--- config.mk ---
export PLATFORM = sky130hd
export DESIGN_NAME = seven_seg_scan_driver
export DESIGN_NICKNAME = d
export VERILOG_FILES = /design/src/rtl/seg_pkg.sv /design/src/rtl/seg_digit_decoder.sv /design/src/rtl/seven_seg_scan_driver.sv
export SDC_FILE = /design/constraint.sdc
export NUM_CORES = 1
export LEC_CHECK = 0
export CAP_MARGIN = 20
export CORE_MARGIN = 2
export CORE_UTILIZATION = 42
export CTS_BUF_LIST = sky130_fd_sc_hd__clkbuf_8
export DETAILED_ROUTE_END_ITERATION = 8
export DONT_BUFFER_PORTS = 1
export SKIP_CTS_REPAIR_TIMING = 1
export SLEW_MARGIN = 25
export SYNTH_ARGS = -nofsm -noshare
export SYNTH_HDL_FRONTEND = slang
export SYNTH_SLANG_ARGS = --single-unit
--- constraint.sdc ---
create_clock -name clk -period 2.5 [get_ports clk]
set_clock_uncertainty 0.05 [all_clocks]
set_input_delay 0.5 -clock clk [delete_from_list [all_inputs] [get_ports clk]]
set_output_delay 0.5 -clock clk [all_outputs]
set_load 0.02 [all_outputs]
--- src/rtl/seg_pkg.sv ---
// seg_pkg: shared seven-segment definitions; patterns are logical (1 = lit), bit order {g,f,e,d,c,b,a}.
package seg_pkg;
   typedef enum int {SEG_A = 0, SEG_B, SEG_C, SEG_D, SEG_E, SEG_F, SEG_G} seg_bit_t;
   localparam logic [6:0] SEG_0     = 7'h3F;
   localparam logic [6:0] SEG_1     = 7'h06;
   localparam logic [6:0] SEG_2     = 7'h5B;
   localparam logic [6:0] SEG_3     = 7'h4F;
   localparam logic [6:0] SEG_4     = 7'h66;
   localparam logic [6:0] SEG_5     = 7'h6D;
   localparam logic [6:0] SEG_6     = 7'h7D;
   localparam logic [6:0] SEG_7     = 7'h07;
   localparam logic [6:0] SEG_8     = 7'h7F;
   localparam logic [6:0] SEG_9     = 7'h6F;
   localparam logic [6:0] SEG_DASH  = 7'h40;
   localparam logic [6:0] SEG_BLANK = 7'h00;
endpackage

--- src/rtl/seg_digit_decoder.sv ---
// seg_digit_decoder: 4-bit code to logical segment pattern; non-BCD codes show a dash.
module seg_digit_decoder
   import seg_pkg::*;
(
   input  logic [3:0] code,
   output logic [6:0] seg
);
   always_comb begin
      seg = SEG_DASH;
      case (code)
         4'd0: seg = SEG_0;
         4'd1: seg = SEG_1;
         4'd2: seg = SEG_2;
         4'd3: seg = SEG_3;
         4'd4: seg = SEG_4;
         4'd5: seg = SEG_5;
         4'd6: seg = SEG_6;
         4'd7: seg = SEG_7;
         4'd8: seg = SEG_8;
         4'd9: seg = SEG_9;
         default: seg = SEG_DASH;
      endcase
   end
endmodule

--- src/rtl/seven_seg_scan_driver.sv ---
// seven_seg_scan_driver: time-multiplexed N-digit display scan with shadow register,
// leading-zero blanking and registered, polarity-selectable outputs.
module seven_seg_scan_driver
   import seg_pkg::*;
#(
   parameter int N_DIGITS    = 4,
   parameter int REFRESH_DIV = 100000,
   parameter bit ACTIVE_LOW  = 1
) (
   input  logic                  clk,
   input  logic                  reset,
   input  logic [4*N_DIGITS-1:0] BCD_IN,
   input  logic [N_DIGITS-1:0]   DP_IN,
   input  logic                  LOAD,
   input  logic                  BLANK_LZ,
   input  logic                  ENABLE,
   output logic [6:0]            SEG,
   output logic                  DP,
   output logic [N_DIGITS-1:0]   AN,
   output logic                  FRAME_START
);
   localparam int PW = $clog2(REFRESH_DIV);
   localparam int IW = N_DIGITS > 1 ? $clog2(N_DIGITS) : 1;
   logic [PW-1:0]         presc;
   logic [IW-1:0]         idx;
   logic [4*N_DIGITS-1:0] sh_bcd, cur_bcd;
   logic [N_DIGITS-1:0]   sh_dp, cur_dp, blank, cur_blank, an_l;
   logic [3:0]            code;
   logic [6:0]            glyph, seg_l;
   logic                  tc, wrap, run, off, dp_l;
   assign tc        = presc == PW'(REFRESH_DIV - 1);
   assign wrap      = tc && idx == IW'(N_DIGITS - 1);
   assign cur_bcd   = sh_bcd >> (4 * idx);
   assign cur_dp    = sh_dp >> idx;
   assign cur_blank = blank >> idx;
   assign code      = cur_bcd[3:0];
   // Blank runs down from the top digit while digits are zero without a DP; digit 0 never blanks.
   always_comb begin
      blank = '0;
      run   = 1'b1;
      for (int i = N_DIGITS - 1; i > 0; i--) begin
         run      = run & (sh_bcd[4*i +: 4] == 4'd0) & ~sh_dp[i];
         blank[i] = BLANK_LZ & run;
      end
   end
   seg_digit_decoder u_dec (.code(code), .seg(glyph));
   assign off   = cur_blank[0] | ~ENABLE;
   assign seg_l = off ? SEG_BLANK : glyph;
   assign dp_l  = ~off & cur_dp[0];
   assign an_l  = ENABLE ? N_DIGITS'(1) << idx : '0;
   always_ff @(posedge clk or posedge reset) begin
      if (reset) begin
         presc       <= '0;
         idx         <= '0;
         sh_bcd      <= '0;
         sh_dp       <= '0;
         FRAME_START <= 1'b0;
         SEG         <= {7{ACTIVE_LOW}};
         DP          <= ACTIVE_LOW;
         AN          <= {N_DIGITS{ACTIVE_LOW}};
      end else begin
         presc <= tc ? '0 : presc + 1'b1;
         if (tc) idx <= wrap ? '0 : idx + 1'b1;
         if (LOAD) begin
            sh_bcd <= BCD_IN;
            sh_dp  <= DP_IN;
         end
         FRAME_START <= wrap;
         SEG         <= seg_l ^ {7{ACTIVE_LOW}};
         DP          <= dp_l ^ ACTIVE_LOW;
         AN          <= an_l ^ {N_DIGITS{ACTIVE_LOW}};
      end
   end
endmodule
# Word level (Yosys, flattened, before mapping)
# Memories as Yosys holds them, arrays and structs flattened.
# Index checks and enable logic that the tools add are counted.
dict set report classes {
  add_sub_neg 2
  bitwise 18
  reduce_logical 4
  eq_ne 2
  shift 4
  muxes 4
}
# cell n
set op_table {}
lappend op_table {{adder 17 x 1 -> 17 bit (second input constant)} 1}
lappend op_table {{equality test 17 bit (second input constant)} 1}
lappend op_table {{two-way mux 17 bit} 1}
lappend op_table {{>> shifter 16 x 4 -> 4 bit} 1}
lappend op_table {{logical NOT 4 bit} 3}
lappend op_table {{AND 1 bit} 9}
lappend op_table {{>> shifter 4 x 2 -> 1 bit} 2}
lappend op_table {{two-way mux 7 bit} 1}
lappend op_table {{inverter 7 bit} 1}
lappend op_table {{inverter 1 bit} 6}
lappend op_table {{two-way mux 4 bit} 1}
lappend op_table {{inverter 4 bit} 1}
lappend op_table {{left shift 1 x 2 -> 4 bit (first input constant)} 1}
lappend op_table {{adder 2 x 1 -> 2 bit (second input constant)} 1}
lappend op_table {{equality test 2 bit (second input constant)} 1}
lappend op_table {{two-way mux 2 bit} 1}
lappend op_table {{logical AND 1 bit} 1}
lappend op_table {{OR 1 bit} 1}
dict set report totals {
  ff_bits 52
  in_bits 25
  n_memories 1
  rom_bits 112
}
# name words width rd rd_clocked_by_memory_dff write_ports line_no
set memory_table {}
lappend memory_table {{(name not given)} 16 7 1 0 0 seg_digit_decoder.sv:10} ;# case (code)

# Depth between registers and ports, before layout
# Gate-level depths: netlist of the first run.
dict set report logic_depth {
  depth_word 12
  ltp_mapped 7
}

# Hierarchy
# A second synthesis of the first run with hierarchy kept.
dict set report unflattened {
  cells_unflattened 202
  hier_area_um2 2558.7
}
# module area_per_inst_um2 cells_per_inst seq_area_each_um2 n_inst
set modules_own_cells {}
lappend modules_own_cells {seven_seg_scan_driver 2331.0 173 1316.3 1}
lappend modules_own_cells {seg_digit_decoder 227.7 29 0.0 1}

# Worst setup path before layout of the first run
# No wires, ideal clock.
dict set report synth_path {
  kind {register to register}
  startpoint {reg presc[8]}
  endpoint {reg presc[1]}
  path_stages_with_launch 5
  arrival_ps 1771
  setup_ps 120
  path_slack_ps 559
  cell_sequence {dfrtp_1 or4b_1 or4_4 nor3_4 and2b_2}
}
dict set report synth_via {
  elab_chain_len 2
}
# item line_no
set synth_lines {}
lappend synth_lines {{start: declaration} seven_seg_scan_driver.sv:24} ;# logic [PW-1:0] presc;
lappend synth_lines {{start signal: assignment} seven_seg_scan_driver.sv:62} ;# presc <= tc ? '0 : presc + 1'b1;
lappend synth_lines {{equality test 17 bit} seven_seg_scan_driver.sv:31} ;# assign tc = presc == PW'(REFRESH_DIV - 1);
lappend synth_lines {{two-way mux 17 bit} seven_seg_scan_driver.sv:62}
# Every way passes these cells.
# A chain may end at the register's enable or synchronous reset.

# Worst setup path in the final report of the first run
dict set report layout_path {
  startpoint {reg presc[5]}
  endpoint {reg presc[5]}
}
dict set report layout_via {
  elab_chain_len 2
  word_cells_on_any_way 3
  classes_between {1 x add/sub; 1 x eq/ne; 1 x mux}
}
# item line_no
set layout_lines {}
lappend layout_lines {{adder 17 x 1 -> 17 bit or equality test 17 bit (tied branches)} {seven_seg_scan_driver.sv:62, seven_seg_scan_driver.sv:31}}
lappend layout_lines {{two-way mux 17 bit (*)} seven_seg_scan_driver.sv:62}
# Every way passes the cells marked *; elsewhere a longest branch is shown, timed or not.

==> results of run 1 <==
-- worst reg2reg max path: stages (launching register included) --
cell and delay (ps):
dfrtp_1 410, or4b_1 520, or4_4 510, nor3_4 280, buf_4 210, a21oi_1 50
-- power breakdown --
group | switching (mW) | internal, mW | leakage, nW
sequential | 0.0470 | 0.900 | 0.625
combinational | 0.0654 | 0.0646 | 0.441
clock | 0.277 | 0.198 | 0.0404
total | 0.389 | 1.16 | 1.11
-- metrics by stage --
stage | cell area, um2 | setup slack (ps)
after floorplan | 2420 | 559
after global placement | 2510 | 389
after detailed placement | 2510 | 372
after CTS | 2600 | 346
after global routing | 2600 | 219
final | 2600 | 356
-- area by class of cell --
class	count	share of cell area [%]
Sequential cell	52	50.6
Multi-Input combinational cell	133	39.9
Tap cell	72	3.46
Clock buffer	5	2.64
Inverter	10	1.44
Timing Repair Buffer	2	1.06
Clock inverter	3	0.913
-- path summary, 6_finish.rpt --
path | cells past startpoint | end | startpoint
min reg2reg | 1 | presc[0]$_DFF_PP0_ | presc[0]$_DFF_PP0_
min in group clk | 1 | AN[1]$_DFF_PP1_ | ENABLE
max in group asynchronous | 2 | AN[0]$_DFF_PP1_ | reset
max reg2reg | 5 | presc[5]$_DFF_PP0_ | presc[5]$_DFF_PP0_
max | 5 | presc[5]$_DFF_PP0_ | presc[5]$_DFF_PP0_
min | 1 | sh_bcd[5]$_DFFE_PP0P_ | reset
-- metal layers --
| metal | track usage [%] | vias up | wire (um) |
|---|---|---|---|
| met5 | 0 | - | 0 |
| met4 | 5.76 | 0 | 70 |
| met3 | 5.43 | 5 | 291 |
| met2 | 21.8 | 42 | 1800 |
| met1 | 21.5 | 747 | 2010 |
| li1 | - | 701 | - |
-- state kept, by name (all words and copies together), names as in the netlist --
name and flops:
sh_bcd 16, AN 4, idx 2, SEG 7
presc 17, DP 1, sh_dp 4, FRAME_START 1
-- cells by family (layout without fill, tap and decap cells) --
family | Yosys count | count (layout) | share of synthesized area, %
AOI/OAI and AO/OA | 18 | 18 | 4.45
xor gates and xnor gates | 13 | 13 | 4.71
adders and majority gates | 11 | 11 | 5.69
buffers and inverters | 14 | 20 | 2.54
DFF | 52 | 52 | 54.5
muxes | 25 | 25 | 14.0
and+or+nand+nor | 66 | 66 | 14.2
-- layout by cell type (no fill, tap or decap), drive strengths merged, types with 4 or more instances in the layout --
cell type  Yosys  final
a21oi          4      4
nor2          13     13
clkbuf         2      5
dfrtp         40     40
xnor2          6      6
mux2          20     20
nand3         11     11
xor2           7      7
dfstp         12     12
nand4          5      5
ha            11     11
nand2         17     17
o21ai          9      9
nor3           9      9
inv           10     10
mux4           5      5
==> results.cfg, run 1 <==
[outcome]
status = complete, no violations

[sta]
slew_headroom_pct = 61.5
tightest_slew_ps = 577
fin_setup_tns_ps = 0
finalSetupViolCount = 0
rsz0062_at_grt = no
post-route-period-util_pct = 85.7
period_minus_slack_ps = 2140
fmax_ghz = 0.467
whs_ps = 65.9
hold_viol = 0
drv_slew = 0

[logic_synthesis]
synth_warnings = 0
synth_area_leaders = dfrtp_1 41%, dfstp_2 13%, mux2_2 9.3%, ha_1 5.7%, mux4_2 4.7%
synth_cell_types = 35
synth-main-ff-cell = dfrtp_1
avgSynthCellArea_um2 = 12.1
synth_most_common_cell = dfrtp_1
synthTopCellsByCount = 40 x dfrtp_1, 20 x mux2_2, 16 x nand2_1
yosysSeqAreaShare_pct = 54.5
synth_top_area_share_pct = 41.4
yosysTopAreaCell = dfrtp_1
syn-instance-count = 199
synth_edf_count = 0
ys_seq_elements = 52
synth.cell_area_um2 = 2420
syn_nets = 235
async_flop_share_pct = 100

[finish]
seqCellArea_um2 = 1320
finish.utilization_pct = 47.0
syn2layout_area_growth_pct = 7.71
fin_nets = 240
antenna_cells = 0
layout-drive-gt1-share_pct = 26.3
multiInputGateArea_um2 = 1040
fillCellCount = 523
fin_cells = 277

[setup_path]
path_class = flop to flop
worstPathCellList = or4b_1 -> or4_4 -> nor3_4 -> buf_4 -> a21oi_1
cp.required_ps = 2640
cp.buffers_inverters = 1
cp.arrival_ps = 2280
start_kind = flop
slowest_delay_ps = 520
critPathSlowestCell = or4b_1
crit_fanout = 8
path_delay_family = simple AND/OR/NAND/NOR gates
crit_path_end_kind = flop
r2r_slack_ps = 360

[clock_tree]
cts_buffers = 5
clock_latency_ps = 310
clk_pin_slew_worst_paths_ps = 100
h-tree-depth = 2
clock-sinks = 52
clockBufferDepth = 2
cts_tree = yes
root_buffer = clkbuf_8

[routing]
routed_wl_um = 4180
drtIter0Drc = 59
routed-via-count = 1495
drtAntennaViolNets = 0
drc = 0
wl_per_cell_um = 15.1
drt_pass1_iterations = 4
routed_via_density = 5.40

[global_routing]
grt_pass1_wl_um = 7440
track_usage_pct = 15.3
overflow = 0
grt_pass1_vias = 1523
grt_max_degree = 29
grt_antenna_before_repair = 0

[flow_run]
max_cap_violations = 0

[place]
dp_cells = 269
routabilityCongestion = 0.821
dp_hpwl_um = 3120
portBuffers = 0

[floorplan]
die_y_um = 79.9
core-area_um2 = 5540
start_util_pct = 43.6
num_rows = 27
die_w_um = 79.9
dieArea_um2 = 6380
io_pins = 38

[power_and_ir_drop]
power_mw = 1.55
power_per_cell_area_nw_per_um2 = 596
peakVddDrop_mv = 0.266
p_leak_nw = 1.11

[min_path]
hp-class = primary input to asynchronous set/reset pin
No activity file was read; power rests on OpenSTA's default activity.
==> run 2, diff against run 1 <==
--- a/config.mk
+++ b/config.mk
@@ -7,8 +7,9 @@
 export LEC_CHECK = 0
 export CAP_MARGIN = 20
 export CORE_MARGIN = 2
-export CORE_UTILIZATION = 42
+export CORE_UTILIZATION = 40
 export CTS_BUF_LIST = sky130_fd_sc_hd__clkbuf_8
+export CTS_CLUSTER_SIZE = 28
 export DETAILED_ROUTE_END_ITERATION = 8
 export DONT_BUFFER_PORTS = 1
 export SKIP_CTS_REPAIR_TIMING = 1
==> results.cfg, run 2 (synthesis gave the netlist of run 1 again) <==
[clock_tree]
cts_tree = yes
root_buffer = clkbuf_8
clock-sinks = 52
clockBufferDepth = 2
clock_latency_ps = 300
h-tree-depth = 2
cts_buffers = 5
clk_pin_slew_worst_paths_ps = 100

[routing]
wl_per_cell_um = 15.0
routed-via-count = 1453
drtAntennaViolNets = 0
drc = 0
drtIter0Drc = 60
routed_wl_um = 4230
routed_via_density = 5.17
drt_pass1_iterations = 4

[power_and_ir_drop]
peakVddDrop_mv = 0.347
power_per_cell_area_nw_per_um2 = 627
p_leak_nw = 1.13

[sta]
tightest_slew_ps = 648
hold_viol = 0
drv_slew = 0
post-route-period-util_pct = 86.7
finalSetupViolCount = 0
slew_headroom_pct = 56.8
fin_setup_tns_ps = 0
period_minus_slack_ps = 2170
whs_ps = 175
rsz0062_at_grt = no
fmax_ghz = 0.461

[finish]
finish.utilization_pct = 44.5
layout-drive-gt1-share_pct = 26.2
syn2layout_area_growth_pct = 8.44
fin_area_um2 = 2620
fin_cells = 281
regMostFlops = presc
top_regs = presc (17), sh_bcd (16), SEG (7)
largest_register_ffs = 17
fin_nets = 241
antenna_cells = 0
final_common_cell = dfrtp_1
layout_common_cells = 40 x dfrtp_1, 20 x mux2_2, 16 x nand2_1

[global_routing]
grt_pass1_vias = 1471
overflow = 0
grt_antenna_before_repair = 0
grt_max_degree = 53
track_usage_pct = 14.5
grt_pass1_wl_um = 7370

[setup_path]
r2r_slack_ps = 330
critPathSlowestCell = or4b_1
r2r-end = idx[0]$_DFFE_PP0P_
cp.required_ps = 2680
cp.arrival_ps = 2340
reg2regPathDepth = 6
path_class = flop to flop
start_kind = flop
slowest_delay_ps = 520
reg2reg_from = presc[5]$_DFF_PP0_
crit_path_end_kind = flop
worstPathCellList = or4b_1 -> or4_4 -> nor3_4 -> buf_4 -> nand3_1 -> o21ai_0
crit_fanout = 8

[place]
routabilityCongestion = 0.821
dpl_cell_area_um2 = 2510
dp_cells = 273
dp_hpwl_um = 3050
portBuffers = 0

[floorplan]
start_util_pct = 41.1
die_y_um = 81.7
dieArea_um2 = 6680
num_rows = 28
io_pins = 38
core-area_um2 = 5890
die_w_um = 81.7

[flow_run]
max_cap_violations = 0

[outcome]
status = complete, no violations

[min_path]
hp-class = primary input to flop
hp-start = ENABLE
whs_endpoint = AN[2]$_DFF_PP1_
hold_depth = 1
==> run 2: routing by layer <==
layer / wire [um] / vias up / share of wire, % / global-route usage (%)
li1: - / 705 / - / -
met5: 0 / - / 0 / 0
met3: 258 / 2 / 6.1 / 4.07
met4: 27 / 0 / 0.64 / 4.00
met2: 1930 / 39 / 46 / 21.5
met1: 2010 / 707 / 48 / 20.8
==> run 2: cell type report <==
cell class / instances / area, um2
Fill cell: 560 / 3260
Clock buffer: 5 / 68.8
Clock inverter: 3 / 42.5
Timing Repair Buffer: 3 / 22.5
Tap cell: 75 / 93.8
Multi-Input combinational cell: 133 / 1040
Sequential cell: 52 / 1320
Inverter: 10 / 37.5
==> run 2: worst max path at each step <==
stage	startpoint	to	depth (start not counted)	slack (ps)
2_1_floorplan	presc[8]$_DFF_PP0_	presc[1]$_DFF_PP0_	4	560
3_3_place_gp	presc[5]$_DFF_PP0_	idx[0]$_DFFE_PP0P_	6	380
3_5_place_dp	presc[5]$_DFF_PP0_	idx[0]$_DFFE_PP0P_	6	340
4_1_cts	presc[5]$_DFF_PP0_	idx[0]$_DFFE_PP0P_	6	320
5_1_grt	presc[5]$_DFF_PP0_	idx[0]$_DFFE_PP0P_	6	190
6_report	presc[5]$_DFF_PP0_	idx[0]$_DFFE_PP0P_	6	330
==> run 2: critical path: cells and delay by family, from the launching register on <==
| kind | cells | cell delay [ps] |
|---|---|---|
| and+or+nand+nor | 4 | 1360 |
| AOI/OAI and AO/OA | 1 | 70 |
| DFF | 1 | 420 |
| buffers and inverters | 1 | 190 |
==> run 2: power by group <==
group          total (mW)  switching (mW)  internal, mW  leakage [nW]
clock network       0.572           0.273         0.299        0.0599
logic               0.126          0.0637        0.0626         0.442
registers           0.946          0.0468         0.900         0.625
==> run 2: through the flow <==
step                power [mW]  setup WS [ps]
floorplan                 1.06            559
global placement          1.09            375
finish                    1.64            332
global route              1.73            191
CTS                       1.67            322
detailed placement        1.09            339
==> run 3, diff against run 2 <==
==> constraint.sdc (replaced) <==
create_clock -name clk -period 1.99 [get_ports clk]
set_clock_uncertainty 0.05 [all_clocks]
set_input_delay 0.398 -clock clk [delete_from_list [all_inputs] [get_ports clk]]
set_output_delay 0.398 -clock clk [all_outputs]
set_load 0.02 [all_outputs]
==> results.cfg, run 3 (synthesis gave the netlist of run 1 again) <==
[outcome]
status = finished with violations
violations = negative setup slack

[sta]
fin_ws_ps = -129
period_minus_slack_ps = 2120
drv_slew = 0
fmax_ghz = 0.472
whs_ps = 69.2
tightest_slew_ps = 488
hold_viol = 0
post-route-period-util_pct = 107
finalSetupViolCount = 11
slew_headroom_pct = 67.2
rsz0062_at_grt = yes

[clock_tree]
clockBufferDepth = 2
h-tree-depth = 2
clock-sinks = 52
cts_buffers = 5
cts_tree = yes
root_buffer = clkbuf_8
clk_pin_slew_worst_paths_ps = 100
clock_latency_ps = 300

[floorplan]
dieArea_um2 = 6680
num_rows = 28
core-area_um2 = 5890
start_util_pct = 41.1
die_y_um = 81.7
die_w_um = 81.7
io_pins = 38

[place]
routabilityCongestion = 0.859
pre_cts_ws_ps = -115
dp_hpwl_um = 3150
portBuffers = 0
dpl_cell_area_um2 = 2600

[setup_path]
critPathSlowestCell = or4b_4
cp.arrival_ps = 2270
r2r_slack_ps = -130
slowest_delay_ps = 540
path_class = flop to flop
crit_path_end_kind = flop
crit_fanout = 6
start_kind = flop
worstPathCellList = or4b_4 -> or4_4 -> nor3_4 -> buf_6 -> and2b_2
cp.required_ps = 2140

[global_routing]
grt_pass1_wl_um = 7340
grt_antenna_before_repair = 0
overflow = 0
track_usage_pct = 14.7
grt_max_degree = 53
grt_pass1_vias = 1528

[power_and_ir_drop]
power_per_cell_area_nw_per_um2 = 704
peakVddDrop_mv = 0.453
p_leak_nw = 1.21

[finish]
final_common_cell = dfrtp_1
fin_area_um2 = 2780
layout-drive-gt1-share_pct = 34.4
fin_nets = 259
finish.utilization_pct = 47.3
top_regs = presc (17), sh_bcd (16), SEG (7)
largest_register_ffs = 17
regMostFlops = presc
antenna_cells = 0
syn2layout_area_growth_pct = 15.1
layout_common_cells = 39 x dfrtp_1, 20 x mux2_2, 16 x nand2_1

[flow_run]
max_cap_violations = 0

[routing]
drtIter0Drc = 62
wl_per_cell_um = 14.8
drt_pass1_iterations = 4
routed_via_density = 5.08
drtAntennaViolNets = 0
routed_wl_um = 4430
drc = 0
routed-via-count = 1518

[min_path]
hp-class = primary input to flop
[run 3: final cells by class]
class	count	area [um2]
Inverter	10	37.5
Clock buffer	5	68.8
Timing Repair Buffer	21	191
Sequential cell	52	1320
Tap cell	75	93.8
Multi-Input combinational cell	133	1050
Fill cell	533	3100
Clock inverter	3	20.0
[run 3: layer usage]
layer | GRT usage (%) | wire length [um] | share of wire (%)
met2 | 22.1 | 1980 | 45
met5 | 0 | 0 | 0
met3 | 3.41 | 214 | 4.8
met1 | 20.1 | 2160 | 49
met4 | 6.67 | 73 | 1.6
[run 3: path summary, 6_finish.rpt]
path                                          from                 end  cells past startpoint
worst max-delay path            presc[8]$_DFF_PP0_  presc[1]$_DFF_PP0_                      5
max in group asynchronous                    reset        DP$_DFF_PP1_                      3
worst max register to register  presc[8]$_DFF_PP0_  presc[1]$_DFF_PP0_                      5
worst min-delay path                        ENABLE     AN[3]$_DFF_PP1_                      1
min in group asynchronous                    reset  presc[1]$_DFF_PP0_                      3
worst min register to register  presc[0]$_DFF_PP0_  presc[0]$_DFF_PP0_                      1
[run 3: power by group]
part | total (mW) | switching [mW] | internal (mW) | leakage [nW]
clock network | 0.595 | 0.349 | 0.246 | 0.0455
logic | 0.173 | 0.0813 | 0.0913 | 0.542
registers | 1.19 | 0.0602 | 1.13 | 0.624
total | 1.96 | 0.491 | 1.47 | 1.21
[run 3: critical path, delay by kind of cell (launching register included)]
family	cells	cell delay (ps)
simple gates	4	1440
buf+inv	1	140
flops	1	390
[run 3: metrics by stage]
| stage | cells | TNS, ps | power, mW |
|---|---|---|---|
| finish | 299 | -875 | 1.96 |
| global placement | 283 | -82.6 | 1.38 |
| detailed placement | 283 | -225 | 1.38 |
| floorplan | 199 | 0 | 1.33 |
| CTS | 291 | -289 | 1.98 |
| global route | 299 | -1550 | 2.05 |
